===== src/rtl/alu_seq_if.sv =====
// Request/response bundle for the sequential ALU: operands and opcode in,
// handshake, result and FSM state out.
interface alu_seq_if #(
    parameter int WIDTH = 8
);
    logic             start;
    logic [2:0]       select;
    logic [WIDTH-1:0] data1;
    logic [WIDTH-1:0] data2;
    logic             busy;
    logic             done;
    logic [WIDTH-1:0] result;
    logic [WIDTH-1:0] result_hi;
    logic             zero;
    logic             illegal;
    logic [1:0]       fsm_state;

    // start is sampled only while busy=0; done is a one-cycle pulse marking
    // result/result_hi/zero/illegal valid, and a start during that cycle is accepted.
    modport master (
        output start, select, data1, data2,
        input  busy, done, result, result_hi, zero, illegal, fsm_state
    );

    modport slave (
        input  start, select, data1, data2,
        output busy, done, result, result_hi, zero, illegal, fsm_state
    );
endinterface


===== src/rtl/alu_seq.sv =====
// Multi-cycle ALU with iterative shifts and a shift-add multiplier.
// Define ALU_SEQ_MUL_EN to build the multiplier; otherwise opcode 100 reports illegal.
module alu_seq #(
    parameter int WIDTH = 8
) (
    input logic      clk,
    input logic      rst,
    alu_seq_if.slave bus
);
    localparam int SHW = $clog2(WIDTH);
    localparam int CW  = $clog2(WIDTH + 1);

    typedef enum logic [1:0] {
        IDLE  = 2'd0,
        SHIFT = 2'd1,
        MUL   = 2'd2
    } state_t;

    state_t           state, state_d;
    logic [CW-1:0]    count, count_d;
    logic [2:0]       op, op_d;
    logic [WIDTH-1:0] work, work_d;
    logic [WIDTH-1:0] result, result_d;
    logic [WIDTH-1:0] result_hi, result_hi_d;
    logic             zero, zero_d;
    logic             illegal, illegal_d;
    logic             done, done_d;

    logic             wr;
    logic [WIDTH-1:0] wr_val;
    logic [WIDTH-1:0] shifted;
    logic [SHW-1:0]   shamt;
`ifdef ALU_SEQ_MUL_EN
    // work doubles as the multiplier; acc holds the running upper half.
    logic [WIDTH-1:0] mcand, mcand_d;
    logic [WIDTH-1:0] acc, acc_d;
    logic [WIDTH:0]   sum;
`endif

    always_comb begin
        state_d     = state;
        count_d     = count;
        op_d        = op;
        work_d      = work;
        result_d    = result;
        result_hi_d = result_hi;
        zero_d      = zero;
        illegal_d   = 1'b0;
        done_d      = 1'b0;
        wr          = 1'b0;
        wr_val      = '0;
        shifted     = '0;
        shamt       = bus.data2[SHW-1:0];
`ifdef ALU_SEQ_MUL_EN
        mcand_d     = mcand;
        acc_d       = acc;
        sum         = '0;
`endif
        case (state)
            IDLE: begin
                if (bus.start) begin
                    op_d = bus.select;
                    case (bus.select)
                        3'b000: begin wr = 1'b1; wr_val = bus.data2; end
                        3'b001: begin wr = 1'b1; wr_val = bus.data1 + bus.data2; end
                        3'b010: begin wr = 1'b1; wr_val = bus.data1 & bus.data2; end
                        3'b011: begin wr = 1'b1; wr_val = bus.data1 | bus.data2; end
                        3'b100: begin
`ifdef ALU_SEQ_MUL_EN
                            work_d  = bus.data2;
                            mcand_d = bus.data1;
                            acc_d   = '0;
                            count_d = CW'(WIDTH);
                            state_d = MUL;
`else
                            wr        = 1'b1;
                            wr_val    = '0;
                            illegal_d = 1'b1;
`endif
                        end
                        default: begin
                            if (shamt == '0) begin
                                wr     = 1'b1;
                                wr_val = bus.data1;
                            end else begin
                                work_d  = bus.data1;
                                count_d = CW'(shamt);
                                state_d = SHIFT;
                            end
                        end
                    endcase
                end
            end
            SHIFT: begin
                case (op)
                    3'b101:  shifted = work << 1;
                    3'b110:  shifted = work >> 1;
                    default: shifted = {work[WIDTH-1], work[WIDTH-1:1]};
                endcase
                work_d  = shifted;
                count_d = count - CW'(1);
                if (count == CW'(1)) begin
                    wr      = 1'b1;
                    wr_val  = shifted;
                    state_d = IDLE;
                end
            end
`ifdef ALU_SEQ_MUL_EN
            MUL: begin
                sum     = {1'b0, acc} + (work[0] ? {1'b0, mcand} : {(WIDTH+1){1'b0}});
                acc_d   = sum[WIDTH:1];
                work_d  = {sum[0], work[WIDTH-1:1]};
                count_d = count - CW'(1);
                if (count == CW'(1)) begin
                    result_d    = work_d;
                    result_hi_d = acc_d;
                    zero_d      = ~|work_d;
                    done_d      = 1'b1;
                    state_d     = IDLE;
                end
            end
`endif
            default: state_d = IDLE;
        endcase
        // Every non-MUL completion clears the high half; zero tracks the low half only.
        if (wr) begin
            result_d    = wr_val;
            result_hi_d = '0;
            zero_d      = ~|wr_val;
            done_d      = 1'b1;
        end
    end

    always_ff @(posedge clk or posedge rst) begin
        if (rst) begin
            state     <= IDLE;
            count     <= '0;
            op        <= '0;
            work      <= '0;
            result    <= '0;
            result_hi <= '0;
            zero      <= 1'b1;
            illegal   <= 1'b0;
            done      <= 1'b0;
`ifdef ALU_SEQ_MUL_EN
            mcand     <= '0;
            acc       <= '0;
`endif
        end else begin
            state     <= state_d;
            count     <= count_d;
            op        <= op_d;
            work      <= work_d;
            result    <= result_d;
            result_hi <= result_hi_d;
            zero      <= zero_d;
            illegal   <= illegal_d;
            done      <= done_d;
`ifdef ALU_SEQ_MUL_EN
            mcand     <= mcand_d;
            acc       <= acc_d;
`endif
        end
    end

    assign bus.busy      = (state != IDLE);
    assign bus.done      = done;
    assign bus.result    = result;
    assign bus.result_hi = result_hi;
    assign bus.zero      = zero;
    assign bus.illegal   = illegal;
    assign bus.fsm_state = state;
endmodule


===== src/flat_wrapper.sv =====
// flat-port wrapper written by rule: the top's interface ports become plain ports
module alu_seq_flat 
#(
    parameter int WIDTH = 8
)
  (clk, rst, bus_start, bus_select, bus_data1, bus_data2, bus_busy, bus_done, bus_result, bus_result_hi, bus_zero, bus_illegal, bus_fsm_state);
  alu_seq_if #(.WIDTH(WIDTH)) bus_i ();
  input logic clk;
  input logic rst;
  input wire logic [$bits(bus_i.start)-1:0] bus_start;
  input wire logic [$bits(bus_i.select)-1:0] bus_select;
  input wire logic [$bits(bus_i.data1)-1:0] bus_data1;
  input wire logic [$bits(bus_i.data2)-1:0] bus_data2;
  output wire logic [$bits(bus_i.busy)-1:0] bus_busy;
  output wire logic [$bits(bus_i.done)-1:0] bus_done;
  output wire logic [$bits(bus_i.result)-1:0] bus_result;
  output wire logic [$bits(bus_i.result_hi)-1:0] bus_result_hi;
  output wire logic [$bits(bus_i.zero)-1:0] bus_zero;
  output wire logic [$bits(bus_i.illegal)-1:0] bus_illegal;
  output wire logic [$bits(bus_i.fsm_state)-1:0] bus_fsm_state;
  assign bus_i.start = bus_start;
  assign bus_i.select = bus_select;
  assign bus_i.data1 = bus_data1;
  assign bus_i.data2 = bus_data2;
  assign bus_busy = bus_i.busy;
  assign bus_done = bus_i.done;
  assign bus_result = bus_i.result;
  assign bus_result_hi = bus_i.result_hi;
  assign bus_zero = bus_i.zero;
  assign bus_illegal = bus_i.illegal;
  assign bus_fsm_state = bus_i.fsm_state;
  alu_seq #(.WIDTH(WIDTH)) u_core (.clk(clk), .rst(rst), .bus(bus_i));
endmodule

===== config.mk =====
export PLATFORM = sky130hd
export DESIGN_NAME = alu_seq_flat
export DESIGN_NICKNAME = d
export VERILOG_FILES = /design/src/rtl/alu_seq_if.sv /design/src/rtl/alu_seq.sv /design/src/flat_wrapper.sv
export SDC_FILE = /design/constraint.sdc
export NUM_CORES = 1
export LEC_CHECK = 0
export ABC_CLOCK_PERIOD_IN_PS = 1800
export BUFFER_PORTS_ARGS = -buffer_cell sky130_fd_sc_hd__buf_2
export CAP_MARGIN = 20
export CELL_PAD_IN_SITES_DETAIL_PLACEMENT = 1
export CELL_PAD_IN_SITES_GLOBAL_PLACEMENT = 1
export CORE_MARGIN = 2
export CORE_UTILIZATION = 37
export DETAILED_ROUTE_END_ITERATION = 8
export GPL_TIMING_DRIVEN = 0
export PLACE_DENSITY = 0.73
export SLEW_MARGIN = 0
export SYNTH_ARGS = -nofsm -noshare
export SYNTH_HDL_FRONTEND = slang
export SYNTH_SLANG_ARGS = --single-unit
export TNS_END_PERCENT = 20

===== constraint.sdc =====
create_clock -name clk -period 1.8 [get_ports clk]
set_input_delay 0.27 -clock clk [delete_from_list [all_inputs] [get_ports clk]]
set_output_delay 0.27 -clock clk [all_outputs]
set_load 0.02 [all_outputs]

==> flow_metrics.py <==
metrics = {
    "outcome": {
        "run_status": "finished with violations",
        "violated_checks": "setup timing",
    },
    "clocking": {
        "clk-insertion-delay-late_ns": 0.28,
        "clock_tree.root_cell": "clkbuf_8",
        "cts_htree_levels": 1,
        "cts.clk_slew.worst_paths_ns": 0.10,
        "tritoncts_clock_tree": "done",
        "tritoncts_buffers": 3,
        "cts.sinks": 27,
        "clk_path_buf_depth": 2,
    },
    "power": {
        "clock_power_share_pct": 10.6,
        "vdd_ir_drop_max_mv": 0.473,
        "cellLeakagePower_uw": 0.00147,
        "pwr-share-comb_pct": 56.4,
        "sequentialPowerShare_pct": 33.0,
        "p_int_uw": 1920,
        "proportion_of_total_power_due_to_net_switching_pct": 44.1,
        "power_density_of_the_placed_cells_nw_per_um2": 1170,
        "power.switching_uw": 1520,
    },
    "floorplan": {
        "die_area_um2": 6800,
        "placeable_core_region_um2": 5920,
        "floorplan.initialDensity_pct": 38.5,
        "chipWidth_um": 82.5,
        "placement_rows": 28,
        "die_h_um": 82.5,
        "top_level_ports": 44,
    },
    "min_path": {
        "hold_path_depth": 3,
        "min_path_type": "in -> reg",
        "hold_path.startpoint": "bus_start",
        "timing.hold.worst_endpoint": "u_core.op[2]",
    },
    "global_route": {
        "grt_antenna_before_repair": 0,
        "grt_pass1_vias": 2167,
        "pin_count_of_the_biggest_net_entering_global_routing": 28,
        "grt-ovfl-total": 0,
        "first_pass_grt_wire_length_mm": 11.0,
        "grt_usage_pct": 21.2,
    },
    "yosys": {
        "synth_area_um2": 2280,
        "synth_largest_type_area_fraction_pct": 28.6,
        "post_synth_fa_ha_maj_area_fraction_pct": 10.8,
        "synth_top_cells_by_area": "dfrtp_1, ha_1, buf_4",
        "ys_warn_count": 0,
        "synth_compound_area_share_pct": 24.1,
        "ys.flop_type": "dfrtp_1",
        "main_combinational_cell_family_by_area_after_synthesis": "compound AO/OA/AOI/OAI gates",
        "synthesis.instances": 271,
        "synthArstFlopShare_pct": 100,
        "syn-mean-instance-area_um2": 8.41,
        "yosys.area.top_type": "dfrtp_1",
        "synth.ff_latch_count": 27,
        "synth-edff-count": 0,
        "post_synth_most_frequent_cells": "dfrtp_1, nand2_1, inv_1, nor2_1",
        "yosysSeqAreaShare_pct": 29.7,
        "synth.distinct_cells": 57,
        "synth.area.mux_share_pct": 3.51,
        "post_synth_and_or_nand_nor_area_fraction_pct": 20.2,
        "synthXorXnorAreaFrac_pct": 1.15,
    },
    "sta": {
        "worst_slew_margin_relative_to_its_limit_pct": 66.0,
        "report.final.slew_viol_count": 0,
        "setup-violations-final": 2,
        "layout_worst_path_cycle_share_pct": 110,
        "fin_worst_skew_ns": 0.00381,
        "worst_pin_slew_ns": 0.510,
        "maxClockFrequency_ghz": 0.503,
        "post_route_setup_slack_ns": -0.186,
        "grt_setup_unrepaired": "yes",
        "period_minus_slack_ns": 1.99,
        "final-hold-violation-count": 0,
    },
    "worst_setup_path": {
        "crit_type": "in -> reg",
        "start_kind": "input pin",
        "cp-end-kind": "flip-flop",
        "setup.reg_to_reg.worst_slack_ns": -0.18,
        "crit_start": "bus_data2[0]",
        "timing.reg2reg.worst_path_depth": 8,
        "required_time_at_the_endpoint_of_the_critical_path_ns": 2.02,
        "timing.rr.start": "u_core.bus.fsm_state[0]",
        "worstReg2RegEnd": "u_core.bus.zero",
        "cp.arrival_ns": 2.21,
        "crit_fanout": 2,
    },
    "placement": {
        "post_dp_cell_area_um2": 2580,
        "numPlacedInstances": 387,
        "hpwlAfterDp_mm": 5.32,
        "gp_congestion": 0.862,
        "detailedPlace.worstSlack_ns": -0.654,
        "placement.io_buffers": 33,
    },
    "cells_and_area": {
        "synthToLayoutAreaGrowth_pct": 28.8,
        "fill_cell_count": 733,
        "layout-drive-gt1-share_pct": 31.2,
        "design_area_um2": 2940,
        "finish.cell_count_without_fillers": 408,
        "finish.net_count": 375,
        "antennaDiodeCount": 0,
    },
    "drt": {
        "viasPerCell": 5.46,
        "final_antenna_net_count": 0,
        "totalWireLength_mm": 7.20,
        "remaining_drc_errors": 0,
        "dr_vias": 2228,
        "detailedRoute.firstIterationViolations": 168,
        "post_drt_wl_per_cell_um": 17.6,
        "firstDrtPassIters": 4,
    },
    "run": {
        "max_cap_violations": 0,
    },
}
-- metal layers --
layer	global-route usage, %	share of wire [%]
met5	0	0
met4	7.67	1.9
met3	1.30	2.7
met2	35.6	49
met1	28.8	47
-- per-stage QoR --
stage / util, % / power [µW] / hold slack (ns) / setup TNS [ns]
2_1_floorplan: - / 2230 / 0.322 / -0.204
3_3_place_gp: 43.6 / 2690 / 0.459 / -4.31
3_5_place_dp: 43.6 / 2740 / 0.457 / -4.91
4_1_cts: 46.1 / 3200 / 0.273 / -0.482
5_1_grt: 49.6 / 3670 / 0.437 / -0.394
6_report: 49.6 / 3440 / 0.382 / -0.200
-- sequential cells by signal (all words and copies together), names as in the netlist --
signal	flops
u_core.bus.result	8
u_core.work	8
u_core.count	4
u_core.op	3
u_core.bus.done	1
u_core.bus.fsm_state	1
u_core.bus.illegal	1
u_core.bus.zero	1
-- cell type report --
class	instances	area (µm²)	area share, %
Timing Repair Buffer	50	339	11.6
Clock buffer	3	41.3	1.41
Buffer	23	154	5.24
Multi-Input combinational cell	204	1530	52.2
Inverter	25	93.8	3.20
Tap cell	75	93.8	3.20
Clock inverter	1	5.00	0.171
Sequential cell	27	677	23.1
-- worst max path at each step --
stage	end	slack (ns)	depth (start not counted)
after CTS	u_core.bus.zero	-0.27	9
after global placement	u_core.bus.zero	-0.65	9
after detailed placement	u_core.bus.zero	-0.65	9
after global routing	u_core.bus.zero	-0.24	7
after floorplan	u_core.bus.zero	-0.20	8
final	u_core.bus.zero	-0.19	9
-- critical path: stages --
cell and delay, ns:
buf_8 0.10, ha_4 0.16, fa_2 0.39, or3b_1 0.37
a21oi_2 0.19, o32ai_4 0.11, nor4_2 0.17, and4_1 0.25
a32o_1 0.19
-- power by group through the flow --
stage	combinational [µW]	clock, µW	sequential (µW)
2_1_floorplan	1010	0	1220
3_3_place_gp	1580	0	1110
3_5_place_dp	1620	0	1120
4_1_cts	1730	359	1110
5_1_grt	2120	373	1180
6_report	1940	364	1130
-- cells by family after synthesis --
group,after synthesis
mux,8
flops,27
simple gates,88
other cells,1
compound gates,77
xor+xnor,3
fa+ha+maj,19
buf+inv,48
-- cell usage in the layout, fill, tap and decap left out, drive strengths merged, types with 2 or more instances in the layout --
cell type  count
inv           25
o211ai         3
mux2i          8
a21o           4
buf           70
nor3           4
a211oi        11
nor2          25
a21oi         18
o21ai         11
and2b          2
ha            18
nand2         26
nand3          5
o22ai          2
nor4b          2
clkbuf         5
and4           2
nand2b         5
and2           2
nor2b          3
and3           3
a32o           2
or2            2
conb           9
nand3b         3
a221oi         3
a21boi         2
xnor2          3
o21a           4
dfrtp         26
a31oi          2
o32ai          3
a311oi         4
a221o          2
-- what timing repair did --
item                                    in CTS  in global routing
gates resized for setup                     16                 24
hold buffers                                 0                  1
pin swaps                                   11                 10
gates cloned                                 0                  0
endpoints found under the setup margin       8                 17
buffers inserted                             5                 10
hold endpoints to repair                     0                  6
No activity file was read; power rests on OpenSTA's default activity.
